<file path="config.mk">
export PLATFORM = sky130hd
export DESIGN_NAME = sys_ctrl_tx_sched
export DESIGN_NICKNAME = d
export VERILOG_FILES = /design/src/rtl/sys_ctrl_pkg.sv /design/src/rtl/tx_hold_slot.sv /design/src/rtl/sys_ctrl_tx_sched.sv
export SDC_FILE = /design/constraint.sdc
export NUM_CORES = 1
export LEC_CHECK = 0
export CAP_MARGIN = 20
export CORE_MARGIN = 5
export CORE_UTILIZATION = 50
export CTS_BUF_LIST = sky130_fd_sc_hd__clkbuf_2
export CTS_CLUSTER_SIZE = 16
export DETAILED_ROUTE_END_ITERATION = 6
export PLACE_DENSITY = 0.81
export SETUP_SLACK_MARGIN = 0.2
export SLEW_MARGIN = 20
export SYNTH_ARGS = -nofsm -noshare
export SYNTH_HDL_FRONTEND = slang
export SYNTH_HIERARCHICAL = 1
export SYNTH_SLANG_ARGS = --single-unit
</file>
<file path="constraint.sdc">
create_clock -name CLK -period 1.73 [get_ports CLK]
set_input_delay 0.346 -clock CLK [delete_from_list [all_inputs] [get_ports CLK]]
set_output_delay 0.346 -clock CLK [all_outputs]
set_load 0.01 [all_outputs]
</file>
<file path="src/rtl/sys_ctrl_pkg.sv">
// Shared encodings for the system-controller response path: FSM states and
// result-source identifiers.
package sys_ctrl_pkg;

    typedef enum logic [2:0] {
        IDLE      = 3'd0,
        LOAD      = 3'd1,
        SEND      = 3'd2,
        WAIT_ACK  = 3'd3,
        WAIT_DONE = 3'd4
    } tx_state_e;

    localparam logic SRC_REG = 1'b0;
    localparam logic SRC_ALU = 1'b1;

endpackage

</file>
<file path="src/rtl/tx_hold_slot.sv">
// One-entry holding slot: captures a strobed result when empty (or while being
// popped) and flags a drop when a strobe hits an occupied slot.
module tx_hold_slot #(
    parameter int unsigned WIDTH = 8
) (
    input  logic             i_clk,
    input  logic             i_rst,
    input  logic             i_strobe,
    input  logic [WIDTH-1:0] i_data,
    input  logic             i_pop,
    output logic             o_full,
    output logic [WIDTH-1:0] o_data,
    output logic             o_drop
);

    logic             r_full;
    logic [WIDTH-1:0] r_data;
    logic             w_capture;

    // A pop in the same cycle frees the slot, so a concurrent strobe refills it.
    assign w_capture = i_strobe & (~r_full | i_pop);

    always_ff @(posedge i_clk or posedge i_rst) begin
        if (i_rst) begin
            r_full <= 1'b0;
            r_data <= '0;
        end else begin
            r_full <= w_capture | (r_full & ~i_pop);
            if (w_capture) begin
                r_data <= i_data;
            end
        end
    end

    assign o_full = r_full;
    assign o_data = r_data;
    assign o_drop = i_strobe & r_full & ~i_pop;

endmodule

</file>
<file path="src/rtl/sys_ctrl_tx_sched.sv">
// Shares the UART transmitter between RegFile read data (1 byte) and ALU
// results (2 bytes, LSB first) using per-source holding slots.
module sys_ctrl_tx_sched
    import sys_ctrl_pkg::*;
#(
    parameter int unsigned DATA_WIDTH  = 8,
    parameter int unsigned ACK_TIMEOUT = 15
) (
    input  logic                    CLK,
    input  logic                    rst,
    input  logic [DATA_WIDTH-1:0]   RdData,
    input  logic                    RdData_Valid,
    input  logic [2*DATA_WIDTH-1:0] ALU_OUT,
    input  logic                    OUT_Valid,
    input  logic                    TX_Busy,
    input  logic                    Err_Clr,
    output logic [DATA_WIDTH-1:0]   TX_P_DATA,
    output logic                    TX_D_VLD,
    output logic                    Ctrl_Busy,
    output logic                    Drop_Err,
    output logic                    Ack_Err
);

    localparam int unsigned CNT_W = $clog2(ACK_TIMEOUT + 1);
    localparam logic [CNT_W-1:0] ACK_LAST = CNT_W'(ACK_TIMEOUT - 1);
    localparam logic [CNT_W-1:0] ACK_MAX  = CNT_W'(ACK_TIMEOUT);

    tx_state_e               r_state, w_state_d;
    logic                    r_src;
    logic                    r_last_src;
    logic [2*DATA_WIDTH-1:0] r_buf;
    logic [1:0]              r_bytes;
    logic [CNT_W-1:0]        r_cnt;
    logic [DATA_WIDTH-1:0]   r_tx_data;
    logic                    r_drop_err;
    logic                    r_ack_err;

    logic                    w_reg_full, w_alu_full;
    logic [DATA_WIDTH-1:0]   w_reg_data;
    logic [2*DATA_WIDTH-1:0] w_alu_data;
    logic                    w_reg_drop, w_alu_drop;
    logic                    w_pop_reg, w_pop_alu;
    logic                    w_pick_alu;
    logic                    w_expire;
    logic                    w_more;
    logic                    w_byte_done;
    logic                    w_tx_vld;
    logic                    w_ack_set;

    tx_hold_slot #(
        .WIDTH (DATA_WIDTH)
    ) u_reg_slot (
        .i_clk    (CLK),
        .i_rst    (rst),
        .i_strobe (RdData_Valid),
        .i_data   (RdData),
        .i_pop    (w_pop_reg),
        .o_full   (w_reg_full),
        .o_data   (w_reg_data),
        .o_drop   (w_reg_drop)
    );

    tx_hold_slot #(
        .WIDTH (2 * DATA_WIDTH)
    ) u_alu_slot (
        .i_clk    (CLK),
        .i_rst    (rst),
        .i_strobe (OUT_Valid),
        .i_data   (ALU_OUT),
        .i_pop    (w_pop_alu),
        .o_full   (w_alu_full),
        .o_data   (w_alu_data),
        .o_drop   (w_alu_drop)
    );

    // RegFile wins a tie unless it won the previous transfer.
    assign w_pick_alu = w_alu_full & (~w_reg_full | (r_last_src == SRC_REG));
    assign w_expire   = (r_cnt >= ACK_LAST);
    assign w_more     = (r_bytes > 2'd1);

    always_ff @(posedge CLK or posedge rst) begin
        if (rst) begin
            r_state <= IDLE;
        end else begin
            r_state <= w_state_d;
        end
    end

    always_comb begin
        w_state_d   = r_state;
        w_tx_vld    = 1'b0;
        w_pop_reg   = 1'b0;
        w_pop_alu   = 1'b0;
        w_byte_done = 1'b0;
        w_ack_set   = 1'b0;
        unique case (r_state)
            IDLE: begin
                if (w_reg_full | w_alu_full) begin
                    w_state_d = LOAD;
                end
            end
            LOAD: begin
                w_pop_reg = (r_src == SRC_REG);
                w_pop_alu = (r_src == SRC_ALU);
                w_state_d = SEND;
            end
            SEND: begin
                if (!TX_Busy) begin
                    w_tx_vld  = 1'b1;
                    w_state_d = WAIT_ACK;
                end
            end
            WAIT_ACK: begin
                if (TX_Busy) begin
                    w_state_d = WAIT_DONE;
                end else if (w_expire) begin
                    w_ack_set   = 1'b1;
                    w_byte_done = 1'b1;
                    w_state_d   = w_more ? SEND : IDLE;
                end
            end
            WAIT_DONE: begin
                if (!TX_Busy) begin
                    w_byte_done = 1'b1;
                    w_state_d   = w_more ? SEND : IDLE;
                end
            end
            default: w_state_d = IDLE;
        endcase
    end

    always_ff @(posedge CLK or posedge rst) begin
        if (rst) begin
            r_src      <= SRC_REG;
            r_last_src <= SRC_ALU;
            r_buf      <= '0;
            r_bytes    <= '0;
            r_cnt      <= '0;
            r_tx_data  <= '0;
        end else begin
            if (r_state == IDLE && (w_reg_full | w_alu_full)) begin
                r_src <= w_pick_alu ? SRC_ALU : SRC_REG;
            end
            // TX_P_DATA is loaded on entry to SEND so it is stable for the pulse.
            if (r_state == LOAD) begin
                r_last_src <= r_src;
                if (r_src == SRC_ALU) begin
                    r_buf     <= w_alu_data;
                    r_tx_data <= w_alu_data[DATA_WIDTH-1:0];
                    r_bytes   <= 2'd2;
                end else begin
                    r_buf     <= {{DATA_WIDTH{1'b0}}, w_reg_data};
                    r_tx_data <= w_reg_data;
                    r_bytes   <= 2'd1;
                end
            end
            if (w_tx_vld) begin
                r_cnt <= '0;
            end else if (r_state == WAIT_ACK && !TX_Busy && !w_expire) begin
                r_cnt <= r_cnt + 1'b1;
            end else if (w_ack_set && r_cnt != ACK_MAX) begin
                r_cnt <= ACK_MAX;
            end
            if (w_byte_done) begin
                r_bytes <= r_bytes - 2'd1;
                if (w_more) begin
                    r_tx_data <= r_buf[2*DATA_WIDTH-1:DATA_WIDTH];
                end
            end
        end
    end

    // Sticky flags: a set event takes priority over a simultaneous clear.
    always_ff @(posedge CLK or posedge rst) begin
        if (rst) begin
            r_drop_err <= 1'b0;
            r_ack_err  <= 1'b0;
        end else begin
            if (w_reg_drop | w_alu_drop) begin
                r_drop_err <= 1'b1;
            end else if (Err_Clr) begin
                r_drop_err <= 1'b0;
            end
            if (w_ack_set) begin
                r_ack_err <= 1'b1;
            end else if (Err_Clr) begin
                r_ack_err <= 1'b0;
            end
        end
    end

    assign TX_P_DATA = r_tx_data;
    assign TX_D_VLD  = w_tx_vld;
    assign Ctrl_Busy = (r_state != IDLE) | w_reg_full | w_alu_full;
    assign Drop_Err  = r_drop_err;
    assign Ack_Err   = r_ack_err;

endmodule
</file>
==> reports/metrics.csv, run 1 <==
stage;metric;value;unit
setup_path;WP data arrival;2.28;ns
setup_path;startpoint type of the worst setup path;flop;
floorplanning;initial core utilization;51.6;%
yosys;mux cell area share after synthesis;19.3;%
setup_path;Reg-to-Reg Start;r_state[2];
pwr;switching portion of total power;38.8;%
floorplanning;IO Pins;42;
drt;via count;2035;
yosys;ys flop type;dfrtp_1;
yosys;top-area cell type share of the netlist area;51.3;%
yosys;commonest cells in the netlist;dfrtp_1, inv_1, nor2_1;
yosys;area leader, netlist;dfrtp_1;
yosys;Async SR Flop Fraction;100;%
floorplanning;Die H;82.6;microns
yosys;largest family of logic cells by synthesized area;multiplexers;
layout;nets;349;
grt;number of antenna violations at the first check in global routing;0;
yosys;Area contributors post-synth;dfrtp_1, mux2_4, mux2i_1, inv_1, nor2_1;
sta;Final setup violation count;32;
grt;grt total ovfl;0;
setup_path;crit end category;flop;
layout;area grow syn2layout;48.6;%
grt;All-Layer GR Usage;18.1;%
clock_tree;clk sink count;55;
floorplanning;Core Area;5110;sq um
yosys;Post-synth EDFFs;0;
clock_tree;clk buf depth;2;
clock_tree;H-Tree Depth;2;
pwr;Leak;1.83;nW
placed_design;RD Place Congestion;0.736;
clock_tree;TritonCTS buffer count;5;
setup_path;CP max FO;8;
clock_tree;root buf cell;clkbuf_2;
yosys;syn avg cell area;12.1;sq um
sta;Max Clk Rate;0.525;GHz
yosys;most frequent cell after synthesis;dfrtp_1;
pwr;internal power;0.00413;W
pwr;Sequential Power Share;34.9;%
setup_path;WS Path Type;flop to flop;
pwr;Comb power frac;57.4;%
placed_design;DP Worst Slack;-0.269;ns
yosys;cell area after synthesis;2640;sq um
yosys;Synth Net Count;251;
clock_tree;CTS tree;built;
layout;layout cells sized above 1;49.8;%
pwr;total power;0.00675;W
yosys;Synth cell types;40;
sta;Final min period;1.90;ns
drt;DRC Markers;0;
yosys;Post-Synth Adder-Cell Area;1.42;%
drt;via/cell ratio;5.26;
floorplanning;die area;6820;sq um
yosys;area fraction in compound gates after synthesis;8.64;%
pwr;pwr/cell area;1720;nW/um^2
sta;Setup Skew;0.0200;ns
sta;Max-slew headroom;67.7;%
placed_design;# placed instances;337;
yosys;sequential area share after synthesis;52.3;%
sta;fin. max-slew vios;0;
grt;largest net degree at the start of global routing;24;
yosys;post-synthesis instance total;218;
grt;first-pass GRT wire length;9190;microns
sta;endpoints failing hold;0;
pwr;Sw Pwr;0.00262;W
yosys;Post-Synth Simple-Gate Area;12.3;%
sta;unrepaired setup endpoints after global routing;true;
yosys;FF+latch count, synth;55;
run_status;failing checks;negative setup slack;
placed_design;Detailed Place HPWL;3710;microns
clock_tree;clock-pin slew on the worst setup and hold paths;0.29;ns
sta;final worst slack;-0.173;ns
drt;1st-iter DRT viols;83;
setup_path;Worst Path Required;2.11;ns
clock_tree;Skew-Pair Late Insertion Delay;0.45;ns
layout;diode count;0;
job;Max Cap Viol;0;
drt;final WL;6790;microns
sta;post-route clock period utilization;110;%
floorplanning;row count;26;
drt;Post-DRT Antenna Nets;0;
yosys;Post-Synth XOR/XNOR Area;0;%
grt;number of global-route vias before repair;1949;
pwr;Clk pwr share;7.7;%
layout;non-filler cells, final;387;
run_status;outcome;finished with violations;
placed_design;port bufs;41;
drt;Avg WL per Cell;17.5;microns
setup_path;FF-to-FF End;u_alu_slot/o_data[3];
sta;Least-Margin Pin Slew;0.484;ns
drt;first drt pass iteration count;4;
pwr;VDD IR-drop max;0.839;mV
floorplanning;Die Span X;82.6;microns
worst_hold_path;class of the worst hold path;primary input to asynchronous set/reset pin;
setup_path;Worst Reg2Reg Path Length in Cells;9;
sta;setup TNS;-3.32;ns
yosys;Syn. warnings;6;
setup_path;r2r setup slk;-0.17;ns
==> metrics by stage <==
step | hold slack (ns) | cell area [sq um] | utilization [%]
2_1_floorplan | 0.174 | 2650 | -
3_3_place_gp | 0.452 | 3200 | 62.7
3_5_place_dp | 0.470 | 3200 | 62.7
4_1_cts | 0.179 | 3580 | 70.0
5_1_grt | 0.172 | 3920 | 76.7
6_report | 0.177 | 3920 | 76.7
==> power groups by stage <==
stage | clock network [W] | logic [W] | registers [W]
floorplan | 0 | 0.00186 | 0.00221
global placement | 0 | 0.00237 | 0.00232
detailed placement | 0 | 0.00243 | 0.00234
CTS | 0.000515 | 0.00300 | 0.00232
global route | 0.000575 | 0.00412 | 0.00242
finish | 0.000520 | 0.00388 | 0.00235
==> how the worst max path moves through the flow <==
stage               cells after the start  slack (ns)                   end        from
global placement                        3       -0.25              TX_D_VLD     TX_Busy
floorplan                               8       -0.13  u_reg_slot/o_data[0]  r_state[1]
CTS                                     4       -0.12              TX_D_VLD  r_state[2]
global route                            9       -0.26  u_alu_slot/o_data[3]  r_state[2]
finish                                  9       -0.17  u_alu_slot/o_data[3]  r_state[2]
detailed placement                      3       -0.27              TX_D_VLD     TX_Busy
==> kinds of logic (layout without fill, tap and decap cells) <==
family / count (synthesis) / in the layout
adder cells (fa/ha/maj): 3 / 3
multiplexers: 41 / 41
AND/OR/NAND/NOR: 55 / 56
AO/OA/AOI/OAI: 35 / 35
buffers and inverters: 29 / 127
flip-flops: 55 / 55
==> state kept, by name (all words and copies together) (netlist names) <==
signal             flops
Ack_Err                1
Drop_Err               1
TX_P_DATA              8
r_buf                  8
r_bytes                2
r_cnt                  4
r_last_src             1
r_src                  1
r_state                3
u_alu_slot/o_data     16
u_alu_slot/o_full      1
u_reg_slot/o_data      8
u_reg_slot/o_full      1
==> layout by cell type (no fill, tap or decap), drive strengths merged, types with 8 or more instances in the layout <==
cell	Yosys	layout
mux2i	17	17
a21oi	12	12
inv	19	19
dfrtp	54	54
buf	9	59
clkdlybuf4s50	0	29
nand2	13	14
clkbuf	1	14
mux2	24	24
o21ai	11	11
nand3	8	8
nor2	20	20
==> critical path, cell delays in order, from the launching register on <==
cell and delay [ns]:
dfrtp_1 0.45, buf_6 0.13, buf_6 0.11, buf_6 0.11, nor3b_4 0.24, nand2_2 0.10
inv_2 0.05, nand2b_4 0.19, nand2_8 0.11, mux2_4 0.34
==> what timing repair did <==
action,4_1_cts,5_1_grt
gates resized for setup,61,64
gates cloned,1,2
pin swaps,13,12
setup buffers,24,15
hold buffers,0,0
endpoints found under the setup margin,51,63
==> layout make-up <==
| cell class | instances | area (sq um) |
|---|---|---|
| sequential | 55 | 1380 |
| timing repair buffer | 100 | 958 |
| inverter | 19 | 71.3 |
| tap | 70 | 87.6 |
| fill | 303 | 1190 |
| clock buffer | 5 | 25.0 |
| multi-input combinational | 135 | 1370 |
| clock inverter | 3 | 20.0 |
==> metal layers <==
layer	track usage (%)	vias to the layer above	part of all wire, %
met5	0	-	0
met4	5.88	0	1.8
met3	2.82	13	3.4
met2	31.4	52	55
met1	23.1	1030	39
li1	-	940	-
Note: power is estimated with default switching activity, not from simulation.
==> run 2, diff against run 1 <==
MAX_ROUTING_LAYER = met4   (was default)
==> run 2 against run 1 <==
Net effect:
- the flow still finishes with violations (negative setup slack)
- clock-buffer cell count stayed put
- non-clock buffer count is 1 higher
- sequential share of layout area hardly changed
- final cell count is 0.26% higher
- sequential power hardly changed
- largest cell class unchanged
- clock power hardly changed
- register-to-register slack hardly changed
- setup slack worse by 0.0084 ns
- via count is 0.20% lower
- combinational power hardly changed
- critical path type unchanged
==> reports/metrics.csv, run 2 (synthesis gave the netlist of run 1 again) <==
stage;metric;value;unit;change
floorplanning;row count;26;;unchanged
sta;worst hold slack;0.174;ns;-0.00235 ns
clock_tree;clock-pin slew on the worst setup and hold paths;0.28;ns;about the same
clock_tree;TritonCTS buffer count;5;;unchanged
layout;non-filler cells, final;388;;+0.26%
pwr;Leak;1.84;nW;+0.26%
drt;1st-iter DRT viols;67;;-19%
drt;Avg WL per Cell;17.5;microns;-0.21%
setup_path;WS Path Type;flop to flop;;
sta;setup TNS;-3.42;ns;-0.0949 ns
run_status;failing checks;negative setup slack;;
drt;first drt pass iteration count;4;;unchanged
sta;post-route clock period utilization;111;%;+0.49 points
setup_path;Crit path largest cell delay;0.45;ns;about the same
setup_path;WP data arrival;2.28;ns;about the same
setup_path;Crit. path cell count;9;;unchanged
clock_tree;H-Tree Depth;2;;unchanged
setup_path;crit path cell chain;buf_6 > buf_6 > buf_6 > nor3b_4 > nand2_2 > inv_2 > nand2b_4 > nand2_8 > mux2_4;;
sta;Final setup violation count;32;;unchanged
floorplanning;Die H;82.6;microns;unchanged
drt;DRC Markers;0;;unchanged
floorplanning;Die Span X;82.6;microns;unchanged
placed_design;Detailed Place HPWL;3710;microns;unchanged
setup_path;startpoint type of the worst setup path;flop;;
clock_tree;clk sink count;55;;unchanged
layout;max reg flops;16;;unchanged
worst_hold_path;class of the worst hold path;primary input to asynchronous set/reset pin;;
sta;fin. max-slew vios;0;;unchanged
setup_path;Worst Reg2Reg Path Length in Cells;9;;unchanged
drt;via count;2031;;-0.20%
sta;Least-Margin Pin Slew;0.503;ns;+0.0194 ns
sta;unrepaired setup endpoints after global routing;true;;
placed_design;DP Worst Slack;-0.269;ns;unchanged
sta;Setup Skew;0.0179;ns;-0.00212 ns
floorplanning;IO Pins;42;;unchanged
layout;leading cell type in the layout, fill and taps excluded;dfrtp_1;;
setup_path;most frequent CP cell;buf_6;;
setup_path;Worst Path Required;2.10;ns;about the same
layout;nets;350;;+0.29%
sta;Max-slew headroom;66.4;%;-1.3 points
drt;Post-DRT Antenna Nets;0;;unchanged
floorplanning;initial core utilization;51.6;%;unchanged
placed_design;# placed instances;337;;unchanged
layout;layout cells sized above 1;50.0;%;+0.16 points
clock_tree;Skew-Pair Late Insertion Delay;0.45;ns;about the same
sta;Max Clk Rate;0.523;GHz;-0.44%
placed_design;RD Place Congestion;0.745;;+1.2%
setup_path;Largest delay share family, worst path;simple AND/OR/NAND/NOR gates;;
sta;endpoints failing hold;0;;unchanged
layout;commonest non-fill, non-tap cells in the layout;dfrtp_1, buf_4, clkdlybuf4s50_1;;
drt;via/cell ratio;5.23;;-0.45%
sta;Final min period;1.91;ns;+0.00842 ns
layout;filler instances;301;;-0.66%
grt;first-pass GRT wire length;9160;microns;-0.37%
clock_tree;hold_buf cts;0;;unchanged
layout;diode count;0;;unchanged
grt;grt total ovfl;0;;unchanged
setup_path;crit end category;flop;;
setup_path;CP Buf/Inv Count;4;;unchanged
grt;All-Layer GR Usage;18.6;%;+0.47 points
clock_tree;root buf cell;clkbuf_2;;
grt;number of antenna violations at the first check in global routing;0;;unchanged
clock_tree;clk buf depth;2;;unchanged
grt;largest net degree at the start of global routing;24;;unchanged
grt;number of global-route vias before repair;1951;;+0.10%
setup_path;Critical-path top delay cell;dfrtp_1;;
floorplanning;Core Area;5110;sq um;unchanged
sta;final worst slack;-0.182;ns;-0.00842 ns
placed_design;port bufs;41;;unchanged
job;Max Cap Viol;0;;unchanged
pwr;VDD IR-drop max;0.836;mV;-0.34%
pwr;pwr/cell area;1730;nW/um^2;+0.19%
run_status;outcome;finished with violations;;
floorplanning;die area;6820;sq um;unchanged
layout;Core Util, Final;76.8;%;about the same
setup_path;CP max FO;8;;unchanged
layout;area grow syn2layout;48.8;%;about the same
clock_tree;CTS tree;built;;
drt;final WL;6790;microns;about the same
==> run 2: changes by cell type in the layout (fill, tap and decap cells not counted) <==
cell   previous run  this run
buf_4            35        37
buf_6            20        19
==> run 2: stage by stage <==
step | instance area, sq um | total power [W]
3_5_place_dp | 3200 | 0.00477
6_report | 3920 | 0.00677
3_3_place_gp | 3200 | 0.00468
2_1_floorplan | 2650 | 0.00407
5_1_grt | 3920 | 0.00715
4_1_cts | 3580 | 0.00583
==> run 2: where the power goes <==
| group | internal, W | total (W) | switching (W) |
|---|---|---|---|
| registers | 0.00190 | 0.00234 | 0.000448 |
| clock network | 0.0000954 | 0.000517 | 0.000422 |
| logic | 0.00216 | 0.00391 | 0.00175 |
| total | 0.00415 | 0.00677 | 0.00262 |
==> run 2: layout make-up <==
cell class	count	area [sq um]	area share (%)
Tap cell	70	87.6	2.23
Multi-Input combinational cell	135	1370	35.0
Clock inverter	3	20.0	0.511
Clock buffer	5	25.0	0.638
Inverter	19	71.3	1.82
Sequential cell	55	1380	35.2
Timing Repair Buffer	101	962	24.5
==> run 2: path summary, 6_finish.rpt <==
path | startpoint | endpoint | slack [ns]
setup reg to reg | r_state[2] | u_alu_slot/o_data[4] | -0.18
max in group asynchronous | rst | r_last_src | 1.04
setup / recovery | r_state[2] | u_alu_slot/o_data[4] | -0.18
min in group CLK | Err_Clr | Drop_Err | 0.43
hold reg to reg | r_last_src | r_last_src | 0.51
hold / removal | rst | u_reg_slot/o_data[4] | 0.17
==> run 2: per-layer routing <==
metal | routed length [microns] | global-route usage, % | up-vias
li1 | - | - | 944
met1 | 2760 | 22.9 | 1035
met2 | 3740 | 31.5 | 41
met3 | 195 | 2.82 | 11
met4 | 95 | 5.88 | 0
met5 | 0 | - | -
==> run 2: timing repair <==
action	in CTS	in global routing
buffers inserted	24	16
setup endpoints to repair	51	63
cloned	1	2
gates resized for setup	61	63
pin swaps	13	15
